## src/rtl/in_dispatcher.sv

```systemverilog
// Ingress packet dispatcher: steers each AXI4-Stream packet into one of six
// destination FIFOs. Optional feature macro: DISPATCH_DROP_ON_FULL_EN.
module in_dispatcher #(
    parameter int C_S_AXIS_DATA_WIDTH  = 256,
    parameter int C_S_AXIS_TUSER_WIDTH = 128
) (
    input  logic                              axis_aclk,
    input  logic                              axis_reset,
    input  logic [C_S_AXIS_DATA_WIDTH-1:0]    s_axis_tdata,
    input  logic [C_S_AXIS_DATA_WIDTH/8-1:0]  s_axis_tkeep,
    input  logic [C_S_AXIS_TUSER_WIDTH-1:0]   s_axis_tuser,
    input  logic                              s_axis_tlast,
    input  logic                              s_axis_tvalid,
    output logic                              s_axis_tready,
    output logic [C_S_AXIS_DATA_WIDTH-1:0]    o_fifo_tdata,
    output logic [C_S_AXIS_DATA_WIDTH/8-1:0]  o_fifo_tkeep,
    output logic [C_S_AXIS_TUSER_WIDTH-1:0]   o_fifo_tuser,
    output logic                              o_fifo_tlast,
    output logic                              o_fifo_wr_en_d,
    output logic                              o_fifo_wr_en_0,
    output logic                              o_fifo_wr_en_1,
    output logic                              o_fifo_wr_en_2,
    output logic                              o_fifo_wr_en_3,
    output logic                              o_fifo_wr_en_4,
    input  logic                              i_fifo_full_d,
    input  logic                              i_fifo_full_0,
    input  logic                              i_fifo_full_1,
    input  logic                              i_fifo_full_2,
    input  logic                              i_fifo_full_3,
    input  logic                              i_fifo_full_4,
    output logic [31:0]                       o_drop_cnt
);

    localparam int KEEP_W = C_S_AXIS_DATA_WIDTH / 8;

    typedef enum logic [1:0] {
        IDLE = 2'd0,
        FWD  = 2'd1,
        DROP = 2'd2
    } state_t;

    // Destination index: 0..4 are the numbered FIFOs, 5 is the default FIFO d.
    function automatic logic [2:0] decode_dest(input logic [7:0] b);
        case (b)
            8'h01:                      decode_dest = 3'd0;
            8'h04:                      decode_dest = 3'd1;
            8'h10:                      decode_dest = 3'd2;
            8'h40:                      decode_dest = 3'd3;
            8'h02, 8'h08, 8'h20, 8'h80: decode_dest = 3'd4;
            default:                    decode_dest = 3'd5;
        endcase
    endfunction

    state_t                          state_q, state_d;
    logic [2:0]                      dest_q, dest_d;
    logic [5:0]                      wr_en_q, wr_en_d;
    logic [C_S_AXIS_DATA_WIDTH-1:0]  tdata_q, tdata_d;
    logic [KEEP_W-1:0]               tkeep_q, tkeep_d;
    logic [C_S_AXIS_TUSER_WIDTH-1:0] tuser_q, tuser_d;
    logic                            tlast_q, tlast_d;
    logic [31:0]                     drop_cnt_q, drop_cnt_d;

    logic [7:0] full_s;
    logic [2:0] dec_s;
    logic [2:0] sel_s;
    logic       tready_s;
    logic       wr_s;
    logic       drop_s;

    assign full_s = {2'b00, i_fifo_full_d, i_fifo_full_4, i_fifo_full_3,
                     i_fifo_full_2, i_fifo_full_1, i_fifo_full_0};
    assign dec_s  = decode_dest(s_axis_tuser[31:24]);

    // Next-state, ready and write-select logic.
    always_comb begin
        state_d  = state_q;
        dest_d   = dest_q;
        sel_s    = dest_q;
        tready_s = 1'b0;
        wr_s     = 1'b0;
        drop_s   = 1'b0;
        case (state_q)
            IDLE: begin
                sel_s = dec_s;
`ifdef DISPATCH_DROP_ON_FULL_EN
                tready_s = 1'b1;
                if (s_axis_tvalid) begin
                    if (full_s[dec_s]) begin
                        drop_s  = 1'b1;
                        state_d = s_axis_tlast ? IDLE : DROP;
                    end else begin
                        wr_s    = 1'b1;
                        dest_d  = dec_s;
                        state_d = s_axis_tlast ? IDLE : FWD;
                    end
                end else begin
                    state_d = IDLE;
                end
`else
                tready_s = !full_s[dec_s];
                if (s_axis_tvalid && tready_s) begin
                    wr_s    = 1'b1;
                    dest_d  = dec_s;
                    state_d = s_axis_tlast ? IDLE : FWD;
                end else begin
                    state_d = IDLE;
                end
`endif
            end
            FWD: begin
                tready_s = !full_s[dest_q];
                if (s_axis_tvalid && tready_s) begin
                    wr_s    = 1'b1;
                    state_d = s_axis_tlast ? IDLE : FWD;
                end else begin
                    state_d = FWD;
                end
            end
            DROP: begin
                tready_s = 1'b1;
                if (s_axis_tvalid && s_axis_tlast) begin
                    state_d = IDLE;
                end else begin
                    state_d = DROP;
                end
            end
            default: begin
                state_d = IDLE;
            end
        endcase
    end

    // Write bus next values: data holds when there is no handshake.
    always_comb begin
        if (wr_s) begin
            wr_en_d = 6'b000001 << sel_s;
            tdata_d = s_axis_tdata;
            tkeep_d = s_axis_tkeep;
            tuser_d = s_axis_tuser;
            tlast_d = s_axis_tlast;
        end else begin
            wr_en_d = 6'd0;
            tdata_d = tdata_q;
            tkeep_d = tkeep_q;
            tuser_d = tuser_q;
            tlast_d = tlast_q;
        end
        if (drop_s) begin
            drop_cnt_d = drop_cnt_q + 32'd1;
        end else begin
            drop_cnt_d = drop_cnt_q;
        end
    end

    // State, destination latch and registered write bus.
    always_ff @(posedge axis_aclk) begin
        if (axis_reset) begin
            state_q    <= IDLE;
            dest_q     <= 3'd0;
            wr_en_q    <= 6'd0;
            tdata_q    <= '0;
            tkeep_q    <= '0;
            tuser_q    <= '0;
            tlast_q    <= 1'b0;
            drop_cnt_q <= 32'd0;
        end else begin
            state_q    <= state_d;
            dest_q     <= dest_d;
            wr_en_q    <= wr_en_d;
            tdata_q    <= tdata_d;
            tkeep_q    <= tkeep_d;
            tuser_q    <= tuser_d;
            tlast_q    <= tlast_d;
            drop_cnt_q <= drop_cnt_d;
        end
    end

    assign s_axis_tready  = tready_s;
    assign o_fifo_tdata   = tdata_q;
    assign o_fifo_tkeep   = tkeep_q;
    assign o_fifo_tuser   = tuser_q;
    assign o_fifo_tlast   = tlast_q;
    assign o_fifo_wr_en_0 = wr_en_q[0];
    assign o_fifo_wr_en_1 = wr_en_q[1];
    assign o_fifo_wr_en_2 = wr_en_q[2];
    assign o_fifo_wr_en_3 = wr_en_q[3];
    assign o_fifo_wr_en_4 = wr_en_q[4];
    assign o_fifo_wr_en_d = wr_en_q[5];
    assign o_drop_cnt     = drop_cnt_q;

endmodule

```

## config.mk

```make
export PLATFORM = sky130hd
export DESIGN_NAME = in_dispatcher
export DESIGN_NICKNAME = d
export VERILOG_FILES = /design/src/rtl/in_dispatcher.sv
export SDC_FILE = /design/constraint.sdc
export NUM_CORES = 1
export LEC_CHECK = 0
export ABC_CLOCK_PERIOD_IN_PS = 3450
export CAP_MARGIN = 20
export CORE_AREA = 2 2 348 350
export DETAILED_ROUTE_END_ITERATION = 10
export DIE_AREA = 0 0 350 352
export PLACE_DENSITY_LB_ADDON = 0.1
export SYNTH_ARGS = -nofsm -noshare
export SYNTH_HDL_FRONTEND = slang
export SYNTH_SLANG_ARGS = --single-unit
```

## constraint.sdc

```tcl
create_clock -name axis_aclk -period 3.45 [get_ports axis_aclk]
set_clock_uncertainty 0.2 [all_clocks]
set_input_delay 0.5175 -clock axis_aclk [delete_from_list [all_inputs] [get_ports axis_aclk]]
set_output_delay 0.5175 -clock axis_aclk [all_outputs]
set_load 0.02 [all_outputs]
```

==> results of run 1 <==
==> timing repair <==
item / CTS / global route
resized for setup: 3 / 5
setup endpoints to repair: 1 / 1
cloned: 0 / 0
==> through the flow <==
stage | util, % | hold WS, ns
6_report | 26.9 | 0.252
5_1_grt | 26.9 | 0.198
2_1_floorplan | - | 0.275
3_5_place_dp | 25.4 | 0.265
3_3_place_gp | 25.4 | 0.261
4_1_cts | 26.9 | 0.172
==> Yosys cell counts (2+ instances only) <==
cell      number
a21oi_1        9
nor4b_1        5
a211oi_1       2
nor4_1         2
o211ai_1       2
a221oi_1       2
clkbuf_1      94
dfxtp_1      428
and3b_1        2
nand2_1        7
o31a_1         2
o21ai_0        2
nor3b_1        2
or2_2          2
buf_8         11
o21ba_2        2
nor2b_1        5
buf_4         37
xor2_1         2
nand2b_1     835
buf_2          6
nor2_1        10
buf_6         31
inv_1          5
a32oi_1        2
and3_1         3
nor3_1         4
mux2i_1      419
nand3_1        8
==> cell type report <==
type | instances | area [µm²] | area share [%]
Clock inverter | 16 | 155 | 0.483
Sequential cell | 428 | 8570 | 26.7
Tap cell | 1612 | 2020 | 6.28
Multi-Input combinational cell | 1376 | 10200 | 31.6
Inverter | 5 | 18.8 | 0.0584
Timing Repair Buffer | 939 | 9530 | 29.6
Antenna cell | 12 | 30.0 | 0.0934
Clock buffer | 86 | 1660 | 5.15
==> critical path, delay by kind of cell <==
family | cells | cell delay [ns]
buf+inv | 3 | 0.90
simple gates | 1 | 0.05
compound gates | 5 | 1.08
==> metal layers <==
metal	vias to the layer above	GRT usage, %	routed length [µm]
met2	535	22.6	40500
met1	7628	11.4	26800
met5	-	0	176
li1	7993	-	-
met4	26	5.18	2810
met3	137	5.54	7850
==> power groups by stage <==
stage                     clock network, mW  logic, mW  registers [mW]
after floorplan                           0       1.06            5.92
after global placement                    0       2.91            5.54
after detailed placement                  0       2.93            5.55
after CTS                              6.21       2.94            5.44
after global routing                   6.37       3.07            5.48
final                                  5.88       2.88            5.44
==> path summary, 6_finish.rpt <==
check                                        from           endpoint  slack [ns]  cells past startpoint
worst min-delay path             s_axis_tuser[31]   o_fifo_tuser[31]        0.25                      4
worst max register to register          dest_q[0]         wr_en_q[2]        0.96                      8
worst min register to register  o_fifo_tdata[108]  o_fifo_tdata[108]        0.27                      2
worst max-delay path             s_axis_tuser[29]      s_axis_tready        0.17                      9
==> sequential cells by signal, indices dropped and copies added (netlist names) <==
name,count
dest_q,3
o_fifo_tdata,256
o_fifo_tkeep,32
o_fifo_tlast,1
o_fifo_tuser,128
state_q,2
wr_en_q,6
==> cell families (layout without fill, tap and decap cells) <==
| kind of cell | Yosys count | in the layout | share of synthesized area [%] |
|---|---|---|---|
| other | 1 | 44 | 0.0189 |
| xor gates and xnor gates | 3 | 3 | 0.133 |
| and+or+nand+nor | 889 | 889 | 27.9 |
| buffers and inverters | 185 | 1046 | 6.05 |
| muxes | 420 | 420 | 21.3 |
| AOI/OAI and AO/OA | 32 | 32 | 1.31 |
| DFF | 428 | 428 | 43.3 |
==> impl_metrics.toml, run 1 <==
[final_layout]
nets = 3233
n_fill_cell = 12600
syn2layout_area_growth_pct = 62.3
layout_commonest_cell = "clkdlybuf4s50_1"
final_cell_mix = "clkdlybuf4s50_1, nand2b_1, dfxtp_1, mux2i_1, buf_4"
final_layout_size_suffix_gt1_share_pct = 6.67
final_cells = 4474
final_cell_area_um2 = 32100

[place]
globalplace.congestion = 0.760
postPlaceCellArea_um2 = 30300
post-dp-hpwl_um = 60200
dp_slack_ns = -0.292
dpl.cell_count = 4360
portBuffers = 849

[grt]
antenna_found_initial = 23
grt_max_degree = 122
grt_usage_pct = 12.2
grt_pass1_wl_um = 113000
grt_pass1_vias = 17400
grt_overflow = 0

[synthesis]
async_flop_share_pct = 0
synthTopCellsByArea = "dfxtp_1, nand2b_1, mux2i_1, clkbuf_1, buf_6"
synth-edff-count = 0
ys_seq_area_share_pct = 43.3
yosysUniqueCellTypes = 46
synth-main-ff-cell = "dfxtp_1"
synth_warnings = 0
synth_top_area_share_pct = 43.3
synthesis.area_um2 = 19800
syn_inst = 1958
avgSynthCellArea_um2 = 10.1
synth_top_cell_by_area = "dfxtp_1"
ys_seq_elements = 428

[sta]
grt_setup_unrepaired = "false"
fin_crit_sh_pct = 95.2
max_freq_ghz = 0.304
fin_crit_ns = 3.28
tightest_slew_ns = 0.793
setup_viol = 0
max-slew-margin-rel_pct = 47.1
fin_setup_tns_ns = 0
hold_viol = 0
fin_ws_ns = 0.165
maxSlewViolCount = 0

[clock_tree]
tritoncts = "built"
cts-root-buf = "clkbuf_16"
htreeDepth = 2
clock_latency_ns = 0.62
post_cts_buffers = 0
clk_pin_slew_ns = 0.06
numCtsBuffers = 57
cts_sinks = 428
postCtsHoldBufs = 0
cts_buffer_depth = 3

[worst_setup_path]
arrival_ns = 2.57
worstSetupEndpointType = "output pin"
startpoint_type = "input pin"
crit_type = "input pin to output pin"
critPathMaxFanout = 4
cp.required_ns = 2.73
crit_top_cell = "a21oi_1"
cp_slowest_cell = "clkdlybuf4s50_1"
slowest_delay_ns = 0.55
worstPathCellList = "clkdlybuf4s50_1 -> buf_4 -> nor2_2 -> a221oi_1 -> o21ai_0 -> a31o_2 -> a21oi_1 -> a21oi_1 -> buf_2"

[power_and_ir_drop]
power_density_nw_per_um2 = 442
clockPowerShare_pct = 41.4
seq_power_share_pct = 38.3
peakVddDrop_mv = 0.292
pwr-share-comb_pct = 20.3
netSwitchingPower_mw = 3.88
power.share.switching_pct = 27.3
totalPowerFinal_mw = 14.2
leakagePower_nw = 13.3
intPower_mw = 10.3

[floorplanning]
ios = 882
die_h_um = 352
rows = 127
die_x_um = 350
core_region_area_um2 = 119000
dieArea_um2 = 123000
start_util_pct = 16.6

[drt]
wl_um = 78200
drc = 0
avgRoutedWirePerCell_um = 17.5
vias = 16300
antenna_left = 0
drtIter0Drc = 508
avgViaCountPerCell = 3.65
drt_first_pass_iters = 6

[status]
status = "finished, final reports clean"

[job]
maxCapViolations = 0

[min_path]
hold_class = "input pin to flop"
No activity file was read; power rests on OpenSTA's default activity.
==> run 2: changes to the inputs <==
--- a/config.mk
+++ b/config.mk
@@ -8,6 +8,7 @@
 export ABC_CLOCK_PERIOD_IN_PS = 3450
 export CAP_MARGIN = 20
 export CORE_AREA = 2 2 348 350
+export CTS_CLUSTER_SIZE = 16
 export DETAILED_ROUTE_END_ITERATION = 10
 export DIE_AREA = 0 0 350 352
 export PLACE_DENSITY_LB_ADDON = 0.1
==> results of run 2 <==
Final layout, timing and power as in run 1 (identical DEF).
==> run 3: changes to the inputs <==
--- a/config.mk
+++ b/config.mk
@@ -11,6 +11,7 @@
 export CTS_CLUSTER_SIZE = 16
 export DETAILED_ROUTE_END_ITERATION = 10
 export DIE_AREA = 0 0 350 352
+export GPL_TIMING_DRIVEN = 0
 export PLACE_DENSITY_LB_ADDON = 0.1
 export SYNTH_ARGS = -nofsm -noshare
 export SYNTH_HDL_FRONTEND = slang
==> impl_metrics.toml, run 3 (synthesized netlist as in run 1, its figures left out) <==
[worst_setup_path]
worstSetupEndpointType = "output pin"
startpoint_type = "input pin"
path_buf_inv = 3
cp_top_family = "buffers and inverters"
cp.required_ns = 2.73
cp_slowest_cell = "clkdlybuf4s50_1"
worstPathCellList = "clkdlybuf4s50_1 -> buf_2 -> nor2_2 -> a221oi_2 -> nand2b_4 -> a31o_2 -> a21oi_1 -> a21oi_1 -> buf_2"
r2r_setup_slack_ns = 0.85
slowest_delay_ns = 0.48
crit_type = "input pin to output pin"
critPathMaxFanout = 10
arrival_ns = 2.62

[clock_tree]
cts_sinks = 428
clock_latency_ns = 0.64
numCtsBuffers = 56
post_cts_buffers = 0
cts_buffer_depth = 3
htreeDepth = 2
tritoncts = "built"
clk_pin_slew_ns = 0.06
cts-root-buf = "clkbuf_16"

[final_layout]
layout_commonest_cell = "clkdlybuf4s50_1"
syn2layout_area_growth_pct = 63.8
nets = 3322
final_layout_size_suffix_gt1_share_pct = 6.46
n_fill_cell = 12700
final_cell_mix = "clkdlybuf4s50_1, nand2b_1, dfxtp_1, mux2i_1, clkbuf_1"
largest_register_ffs = 256

[grt]
antenna_found_initial = 37
grt_max_degree = 14
grt_usage_pct = 13.7
grt.busiest_layer = "met2"
grt_overflow = 0
grt_util_met1_pct = 13.8
grt_pass1_wl_um = 125000
grt_pass1_vias = 18100
met3_usage_pct = 5.59
grtUsageMet2_pct = 24.8

[sta]
hold_viol = 0
max_freq_ghz = 0.300
fin_crit_ns = 3.34
maxSlewViolCount = 0
tightest_slew_ns = 1.05
grt_setup_unrepaired = "false"
max-slew-margin-rel_pct = 29.8
timing.hold.ws_ns = 0.116
fin_crit_sh_pct = 96.7
setup_viol = 0
fin_ws_ns = 0.113

[drt]
drt_first_pass_iters = 4
wl_um = 87800
avgRoutedWirePerCell_um = 19.2
antenna_left = 0
drtIter0Drc = 516
drc = 0
avgViaCountPerCell = 3.70
vias = 16900

[place]
globalplace.congestion = 0.782
dp_slack_ns = -0.449
portBuffers = 844
post-dp-hpwl_um = 70000

[job]
maxCapViolations = 0

[floorplanning]
start_util_pct = 16.6
die_h_um = 352
die_x_um = 350
dieArea_um2 = 123000
rows = 127
ios = 882
core_region_area_um2 = 119000

[status]
status = "finished, final reports clean"

[power_and_ir_drop]
peakVddDrop_mv = 0.293
leakagePower_nw = 13.4
power_density_nw_per_um2 = 448

[min_path]
hold_class = "input pin to flop"
[run 3: cell count changes in the layout (fill, tap and decap cells not counted), moves of 2 or more]
cell             change
nor4b_1              -2
buf_12              -28
buf_4               -24
buf_6               +31
clkbuf_1            +92
nor4b_2              +2
clkdlybuf4s50_1      -4
diode_2              +5
buf_8               +11
dlygate4sd3_1        +4
clkinv_2            -10
clkbuf_8            +11
buf_2                +4
[run 3: what timing repair did]
| action | CTS | global route |
|---|---|---|
| pin swaps | 0 | 2 |
| resized for setup | 6 | 10 |
| hold buffers | 4 | 0 |
| setup endpoints to repair | 1 | 1 |
| hold endpoints to repair | 4 | 0 |
[run 3: cell type report]
class | count | area, µm² | area share (%)
antenna | 17 | 42.5 | 0.131
buffer | 180 | 1180 | 3.65
clock buffer | 95 | 1800 | 5.55
clock inverter | 6 | 105 | 0.324
inverter | 5 | 18.8 | 0.0579
multi-input combinational | 1376 | 10200 | 31.4
sequential | 428 | 8570 | 26.4
tap | 1612 | 2020 | 6.22
timing repair buffer | 849 | 8500 | 26.2
[run 3: path summary, 6_finish.rpt]
check,startpoint,endpoint,depth (start not counted)
max,s_axis_tuser[24],s_axis_tready,9
min,s_axis_tuser[26],o_fifo_tuser[26],3
max reg2reg,dest_q[0],o_fifo_tdata[26],9
min reg2reg,o_fifo_tdata[208],o_fifo_tdata[208],2
[run 3: per-layer routing]
metal  vias up  wire, µm
met5         -       191
met2       536     45100
met3       152      8140
met4        34      2810
met1      7972     31600
li1       8193         -
[run 3: where the power goes]
part,switching [mW],leakage [nW],internal [mW]
clock network,2.40,0.940,3.72
registers,0.181,3.50,5.27
logic,1.38,8.97,1.56
[run 3: worst reg2reg max path: cells and delay by family (launching register included)]
kind	cells	cell delay, ns
compound gates	2	0.41
simple gates	2	0.17
buf+inv	3	0.55
flops	1	0.45
mux	2	0.73
[run 3: through the flow]
stage | instances | setup TNS, ns | total power [mW] | instance area (µm²) | utilization (%)
after global routing | 4567 | 0 | 15.2 | 32400 | 27.2
after detailed placement | 4446 | -33.35 | 8.55 | 30400 | 25.5
after floorplan | 1989 | 0 | 6.97 | 19900 | -
after CTS | 4551 | 0 | 14.9 | 32300 | 27.1
after global placement | 4445 | -150.59 | 8.52 | 30400 | 25.5
final | 4568 | 0 | 14.5 | 32400 | 27.2
